### config.mk
export PLATFORM = sky130hd
export DESIGN_NAME = arp_frame_tx
export DESIGN_NICKNAME = d
export VERILOG_FILES = /design/src/rtl/arp_frame_tx.sv
export SDC_FILE = /design/constraint.sdc
export NUM_CORES = 1
export LEC_CHECK = 0
export BUFFER_PORTS_ARGS = -buffer_cell sky130_fd_sc_hd__buf_4
export CAP_MARGIN = 30
export CORE_ASPECT_RATIO = 1.75
export CORE_MARGIN = 5
export CORE_UTILIZATION = 45
export DETAILED_ROUTE_END_ITERATION = 10
export SETUP_SLACK_MARGIN = 0.2
export SLEW_MARGIN = 5
export SYNTH_ARGS = -nofsm -noshare
export SYNTH_HDL_FRONTEND = slang
export SYNTH_SLANG_ARGS = --single-unit
### constraint.sdc
create_clock -name clk -period 7.9 [get_ports clk]
set_clock_uncertainty 0.2 [all_clocks]
set_input_delay 0.395 -clock clk [delete_from_list [all_inputs] [get_ports clk]]
set_output_delay 0.395 -clock clk [all_outputs]
set_load 0.1 [all_outputs]
### src/rtl/arp_frame_tx.sv
// ARP frame transmitter, GMII side.
// On a start pulse in idle, streams one complete Ethernet II ARP frame (request or reply)
// byte-per-clock: preamble/SFD, Ethernet header, 28-byte ARP body, zero pad, CRC-32 FCS.
// It then holds the line idle for the inter-frame gap before accepting a new start.
// Ports:
//   clk          GMII transmit clock, all logic on the rising edge
//   rst          synchronous reset, active-high
//   arp_tx_en    start pulse, honoured only while idle
//   arp_tx_type  0: request, 1: reply (latched with arp_tx_en)
//   des_mac      peer MAC, latched with arp_tx_en (zero selects DES_MAC)
//   des_ip       peer IP, latched with arp_tx_en (zero selects DES_IP)
//   gmii_tx_en   GMII transmit enable (registered)
//   gmii_txd     GMII transmit data (registered, 0 when gmii_tx_en is low)
//   tx_busy      high while a frame or its gap is in progress
//   tx_done      one-cycle pulse in the first gap cycle
module arp_frame_tx #(
  parameter logic [47:0] BOARD_MAC = 48'h00_11_22_33_44_55,
  parameter logic [31:0] BOARD_IP  = 32'hC0_A8_01_0A,
  parameter logic [47:0] DES_MAC   = 48'hFF_FF_FF_FF_FF_FF,
  parameter logic [31:0] DES_IP    = 32'hC0_A8_01_66
) (
  input  logic        clk,
  input  logic        rst,
  input  logic        arp_tx_en,
  input  logic        arp_tx_type,
  input  logic [47:0] des_mac,
  input  logic [31:0] des_ip,
  output logic        gmii_tx_en,
  output logic [7:0]  gmii_txd,
  output logic        tx_busy,
  output logic        tx_done
);

  typedef enum logic [2:0] {
    StIdle, StPreamble, StEthHdr, StArpBody, StPad, StFcs, StIfg
  } state_e;

  state_e      state_q, state_d;
  logic [4:0]  cnt_q, cnt_d;
  logic        type_q, type_d;
  logic [47:0] tmac_q, tmac_d;
  logic [31:0] tip_q, tip_d;
  logic [31:0] crc_q, crc_d;
  logic        tx_en_q, tx_en_d;
  logic [7:0]  txd_q, txd_d;
  logic        busy_q, busy_d;
  logic        done_q, done_d;

  logic [111:0] hdr_vec;
  logic [223:0] body_vec;
  logic [31:0]  fcs;
  logic [6:0]   hdr_idx;
  logic [7:0]   body_idx;
  logic [4:0]   fcs_idx;

  // Reflected CRC-32, one byte processed LSB first.
  function automatic logic [31:0] crc_byte(input logic [31:0] c, input logic [7:0] d);
    logic [31:0] r;
    r = c;
    for (int i = 0; i < 8; i++) begin
      r = (r[0] ^ d[i]) ? ((r >> 1) ^ 32'hEDB8_8320) : (r >> 1);
    end
    return r;
  endfunction

  // Whole header and body as MSB-first vectors; the byte counter picks a slice.
  assign hdr_vec  = {(type_q ? tmac_q : 48'hFFFF_FFFF_FFFF), BOARD_MAC, 16'h0806};
  assign body_vec = {16'h0001, 16'h0800, 8'h06, 8'h04,
                     (type_q ? 16'h0002 : 16'h0001),
                     BOARD_MAC, BOARD_IP,
                     (type_q ? tmac_q : 48'h0), tip_q};
  assign fcs      = ~crc_q;
  assign hdr_idx  = 7'd104 - {cnt_q[3:0], 3'b000};
  assign body_idx = 8'd216 - {cnt_q, 3'b000};
  assign fcs_idx  = {cnt_q[1:0], 3'b000};

  always_comb begin
    state_d = state_q;
    cnt_d   = cnt_q + 5'd1;
    type_d  = type_q;
    tmac_d  = tmac_q;
    tip_d   = tip_q;
    crc_d   = crc_q;
    tx_en_d = 1'b0;
    txd_d   = 8'h00;
    done_d  = 1'b0;

    case (state_q)
      StIdle: begin
        cnt_d = '0;
        if (arp_tx_en) begin
          state_d = StPreamble;
          type_d  = arp_tx_type;
          tmac_d  = (des_mac == 48'h0) ? DES_MAC : des_mac;
          tip_d   = (des_ip == 32'h0) ? DES_IP : des_ip;
        end
      end
      StPreamble: begin
        tx_en_d = 1'b1;
        txd_d   = (cnt_q == 5'd7) ? 8'hD5 : 8'h55;
        crc_d   = 32'hFFFF_FFFF;
        if (cnt_q == 5'd7) begin
          state_d = StEthHdr;
          cnt_d   = '0;
        end
      end
      StEthHdr: begin
        tx_en_d = 1'b1;
        txd_d   = hdr_vec[hdr_idx +: 8];
        crc_d   = crc_byte(crc_q, txd_d);
        if (cnt_q == 5'd13) begin
          state_d = StArpBody;
          cnt_d   = '0;
        end
      end
      StArpBody: begin
        tx_en_d = 1'b1;
        txd_d   = body_vec[body_idx +: 8];
        crc_d   = crc_byte(crc_q, txd_d);
        if (cnt_q == 5'd27) begin
          state_d = StPad;
          cnt_d   = '0;
        end
      end
      StPad: begin
        tx_en_d = 1'b1;
        crc_d   = crc_byte(crc_q, 8'h00);
        if (cnt_q == 5'd17) begin
          state_d = StFcs;
          cnt_d   = '0;
        end
      end
      StFcs: begin
        // CRC holds here; the complemented value goes out low byte first.
        tx_en_d = 1'b1;
        txd_d   = fcs[fcs_idx +: 8];
        if (cnt_q == 5'd3) begin
          state_d = StIfg;
          cnt_d   = '0;
        end
      end
      StIfg: begin
        done_d = (cnt_q == 5'd0);
        if (cnt_q == 5'd11) begin
          state_d = StIdle;
          cnt_d   = '0;
        end
      end
      default: begin
        state_d = StIdle;
        cnt_d   = '0;
      end
    endcase

    busy_d = (state_d != StIdle);
  end

  always_ff @(posedge clk) begin
    if (rst) begin
      state_q <= StIdle;
      cnt_q   <= '0;
      type_q  <= 1'b0;
      tmac_q  <= '0;
      tip_q   <= '0;
      crc_q   <= 32'hFFFF_FFFF;
      tx_en_q <= 1'b0;
      txd_q   <= 8'h00;
      busy_q  <= 1'b0;
      done_q  <= 1'b0;
    end else begin
      state_q <= state_d;
      cnt_q   <= cnt_d;
      type_q  <= type_d;
      tmac_q  <= tmac_d;
      tip_q   <= tip_d;
      crc_q   <= crc_d;
      tx_en_q <= tx_en_d;
      txd_q   <= txd_d;
      busy_q  <= busy_d;
      done_q  <= done_d;
    end
  end

  assign gmii_tx_en = tx_en_q;
  assign gmii_txd   = txd_q;
  assign tx_busy    = busy_q;
  assign tx_done    = done_q;

endmodule
==> results.txt <==
----------------------------------------------------
[Finish]
  Area growth, synth to finish ... 16.84%
  Count of fill cells added during filler insertion ... 1953
  Number of standard cells in the layout, taps in and fillers out ... 1313
  Number of inserted diodes ... 0
  Multi-input combinational cell area ... just over 0.006 mm²
  Fraction of layout instances using a drive strength above 1 ... 24.69%
  Count of nets after finishing ... 1151
  Register Area ... roughly 0.0026 mm²

[Floorplan]
  Die area ... 0.02337 mm²
  Core Area ... 0.02020 mm²
  Top-level I/O count ... 95
  Starting density of the core ... 45.24%
  Die X-Extent ... 117.7 µm
  Total number of placement rows ... 69
  Height of the die ... 198.5 µm

[Timing]
  Final period util ... ~62%
  Final-layout worst hold slack ... around 0.013 ns
  Slew headroom ... 36.95%
  Time the final worst path needs with I/O delays and setup ... 4.922 ns
  Final hold viol count ... 0
  Sum Neg Setup Slack ... 0 ns
  Setup violation total in the final timing report ... 0
  Worst Max-Slew Pin Slew ... 0.9445 ns
  Crit path setup slack, layout ... 2.978 ns
  Peak clock frequency supported by timing ... 203.2 MHz
  Final slew viol count ... 0
  Setup repair after global routing missed its margin ... no

[Detailed routing]
  Top routing layer in use ... met4
  Antenna violation net count after detailed routing ... 0
  Routed length on met1 ... 11190 µm
  Routed met3 length ... 1603 µm
  Total vias in the final route ... 8174
  Wire length per cell after detailed routing ... 24.60 µm
  Overall routed net length ... 32300 µm
  Via density per instance ... 6.225
  Detailed Route Iter0 Violations ... 783
  Routed wire length on met2 ... around 17000 µm
  DR DRC count ... 0
  Number of detailed-routing iterations run before antenna repair ... 5

[Power]
  Maximum resistive drop on vdd ... 0.1577 mV
  Overall power after layout ... 1898 µW
  P per Cell Area ... 177.7 mW/mm²
  Standby leakage power ... 0.003988 µW

[Logic synthesis]
  Async set-reset flop share out of synthesis ... 0%
  Register bit total from synthesis ... 132
  Primary flip-flop cell chosen by synthesis mapping ... dfxtp_1
  Cell taking the most area after synthesis ... dfxtp_1
  EDFF count, synth ... 0
  Synth warn ... 0
  Fraction of the yosys area taken by sequential cells ... between 20 and 30%
  Count of cell types in the netlist ... 76
  Combined area of all synthesized cells ... a little over 0.009 mm²
  Synth top area share ... 28.91%
  Synthesized Nets ... 1088
  Average cell area after synthesis ... 9.242 µm²
  Count of mapped cells out of synthesis ... 989
  Top area cells in the synthesized netlist ... dfxtp_1, xnor2_1, o221a_2

[Setup path]
  Worst path top cell family by delay ... XOR/XNOR gates
  WS Path Type ... reg2reg
  Data required time at the worst endpoint ... 7.99 ns
  Bufs and invs on worst path ... 3
  Worst Reg-to-Reg Cells ... 12
  Maximum fanout encountered on the critical timing path ... 28
  Critical R2R Capture ... crc_q[23]
  Critical-path cell with the highest stage delay ... ha_1
  Most used cell, CP ... inv_1
  Crit-path cells ... buf_4, inv_1, ha_1, inv_1, o32ai_1, o32a_1, a311oi_2, xnor2_1, xnor3_2, xnor3_1, xor2_1, o21ai_0
  R2R setup slack ... 2.98 ns
  Critical path startpoint category ... flip-flop
  Endpoint type of the worst setup path ... flip-flop
  CP Data Arrival Time ... 5.02 ns
  Stage delay of the slowest cell on the critical path ... 0.61 ns
  Beginning of the worst register-to-register path ... cnt_q[2]

[CTS]
  Number of clock sinks ... 132
  Worst-path clk slew ... 0.06 ns
  Clk Tree Root Cell ... clkbuf_16
  CTS buffer count ... 17
  TritonCTS clock tree ... built
  Post-cts gate resize count ... 0
  Max clock buf depth ... 2
  Clock latency on the worst-skew pair ... 0.44 ns
  Max H-tree Level ... 4
  # hold bufs at CTS ... 0
  Number of buffers inserted to repair setup after CTS ... 0

[Worst hold path]
  Startpoint of the worst hold path ... des_ip[29]
  End of the worst hold path ... tip_q[29]
  Hold Path Stages ... 3
  Worst hold path type ... in2reg

[Global route]
  Global-route total usage across every layer ... 27.05%
  Global-route wire length before repair ... between 40000 and 50000 µm
  Pin count of the biggest net entering global routing ... 72
  Via count of the first global-routing pass ... 8103
  GRT overflow ... 0
  Number of antenna violations at the first check in global routing ... 0

[Placed design]
  GP Congestion ... 0.9989
  Half-perimeter wire length of the detailed placement result ... 24170 µm
  Dpl ws ... 3.012 ns
  Number of placed instances with taps included ... 1280
  Number of input and output port buffers inserted ... between 90 and 100

[Run]
  Max-capacitance violation count ... 0

[Outcome]
  Result of the run ... finished, final reports clean

----------------------------------------------------
-- state kept, by name (all words and copies together), names as in the netlist --
name / cells
gmii_tx_en: 1
state_q: 3
type_q: 1
gmii_txd: 8
crc_q: 32
tx_busy: 1
cnt_q: 5
tip_q: 32
tx_done: 1
tmac_q: 48
-- stage by stage --
step                instance area (µm²)  utilization (%)
floorplan                          9140                -
global placement                  10010            49.57
detailed placement                10070            49.83
CTS                               10670            52.82
global route                      10680            52.86
finish                            10680            52.86
-- worst min-delay path: stages --
cell,delay [ns]
buf_4,0.11
nand2_1,0.05
a21oi_1,0.05
-- kinds of logic (layout without fill, tap and decap cells) --
| kind of cell | count (synthesis) | count (layout) | synth area share (%) |
|---|---|---|---|
| simple gates | 242 | 242 | 11.88 |
| buf+inv | 91 | 167 | 4.353 |
| xor+xnor | 198 | 198 | 22.33 |
| fa+ha+maj | 15 | 15 | 2.053 |
| compound gates | 266 | 266 | 22.29 |
| mux | 45 | 45 | 8.186 |
| flops | 132 | 132 | 28.91 |
-- where the power goes --
| group | switching, µW | total, µW | internal, µW |
|---|---|---|---|
| Sequential | 26.4 | 729 | 703 |
| Clock | 311 | 809 | 497 |
| Combinational | 199 | 360 | 161 |
-- worst max path at each step --
stage | cells after the start | slack [ns] | startpoint | to
floorplan | 13 | 4.02 | cnt_q[1] | crc_q[19]
global placement | 12 | 3.05 | cnt_q[2] | crc_q[8]
detailed placement | 12 | 3.01 | cnt_q[2] | crc_q[8]
CTS | 12 | 2.98 | cnt_q[2] | crc_q[8]
global route | 12 | 2.66 | cnt_q[2] | crc_q[8]
finish | 12 | 2.98 | cnt_q[2] | crc_q[23]
-- cell type report --
type / count / share of cell area (%)
multi-input cells: 766 / 57.38
well taps: 248 / 2.906
flip-flops and latches: 132 / 24.77
clock buffers: 21 / 4.499
repair buffers: 123 / 8.869
inverters: 12 / 0.4218
clock inverters: 11 / 1.160
-- routing by layer --
metal  up-vias  GRT usage, %
li1       3762             -
met1      3905         27.95
met2       359         48.95
met3       148         4.267
met4         0         20.11
met5         -             0
-- cells in the final DEF (no fill, tap or decap), types with 4 or more instances in the layout --
master	count
a211oi_1	5
a21oi_1	67
a221oi_1	8
a22oi_1	4
a31oi_1	4
and2_1	4
and3_1	7
buf_4	121
clkbuf_16	17
clkbuf_8	4
dfxtp_1	130
ha_1	15
inv_1	10
mux2_2	5
mux2i_1	17
mux4_2	22
nand2_1	95
nand2b_1	8
nand3_1	4
nand4_1	7
nor2_1	68
nor2b_1	5
nor3_1	14
nor4_1	20
o211a_1	5
o21ai_0	46
o221a_2	58
o221ai_1	10
o22a_1	4
o22ai_1	8
o31ai_1	5
xnor2_1	131
xnor3_1	13
xor2_1	43
-- synthesized netlist by cell type, drive strengths merged (3+ instances only) --
library cell    n
o221a          58
a32oi           3
inv            10
clkbuf         57
o21a            3
o221ai         10
ha             15
o22a            4
nand3           4
a31oi           4
o32a            3
nand3b          3
or3             3
nor2           68
o31ai           6
buf            22
mux2            5
nor3           15
o22ai           8
nor2b           5
a211oi          7
o21ai          48
nor4           20
xnor3          15
nand4           7
a32o            3
nand2b          8
a221oi          8
xor2           47
mux4           23
dfxtp         132
a21oi          67
a22oi           4
nand2          95
and3            7
xnor2         134
mux2i          17
o211a           5
and2            5
Power figures use the tool's default switching activity.
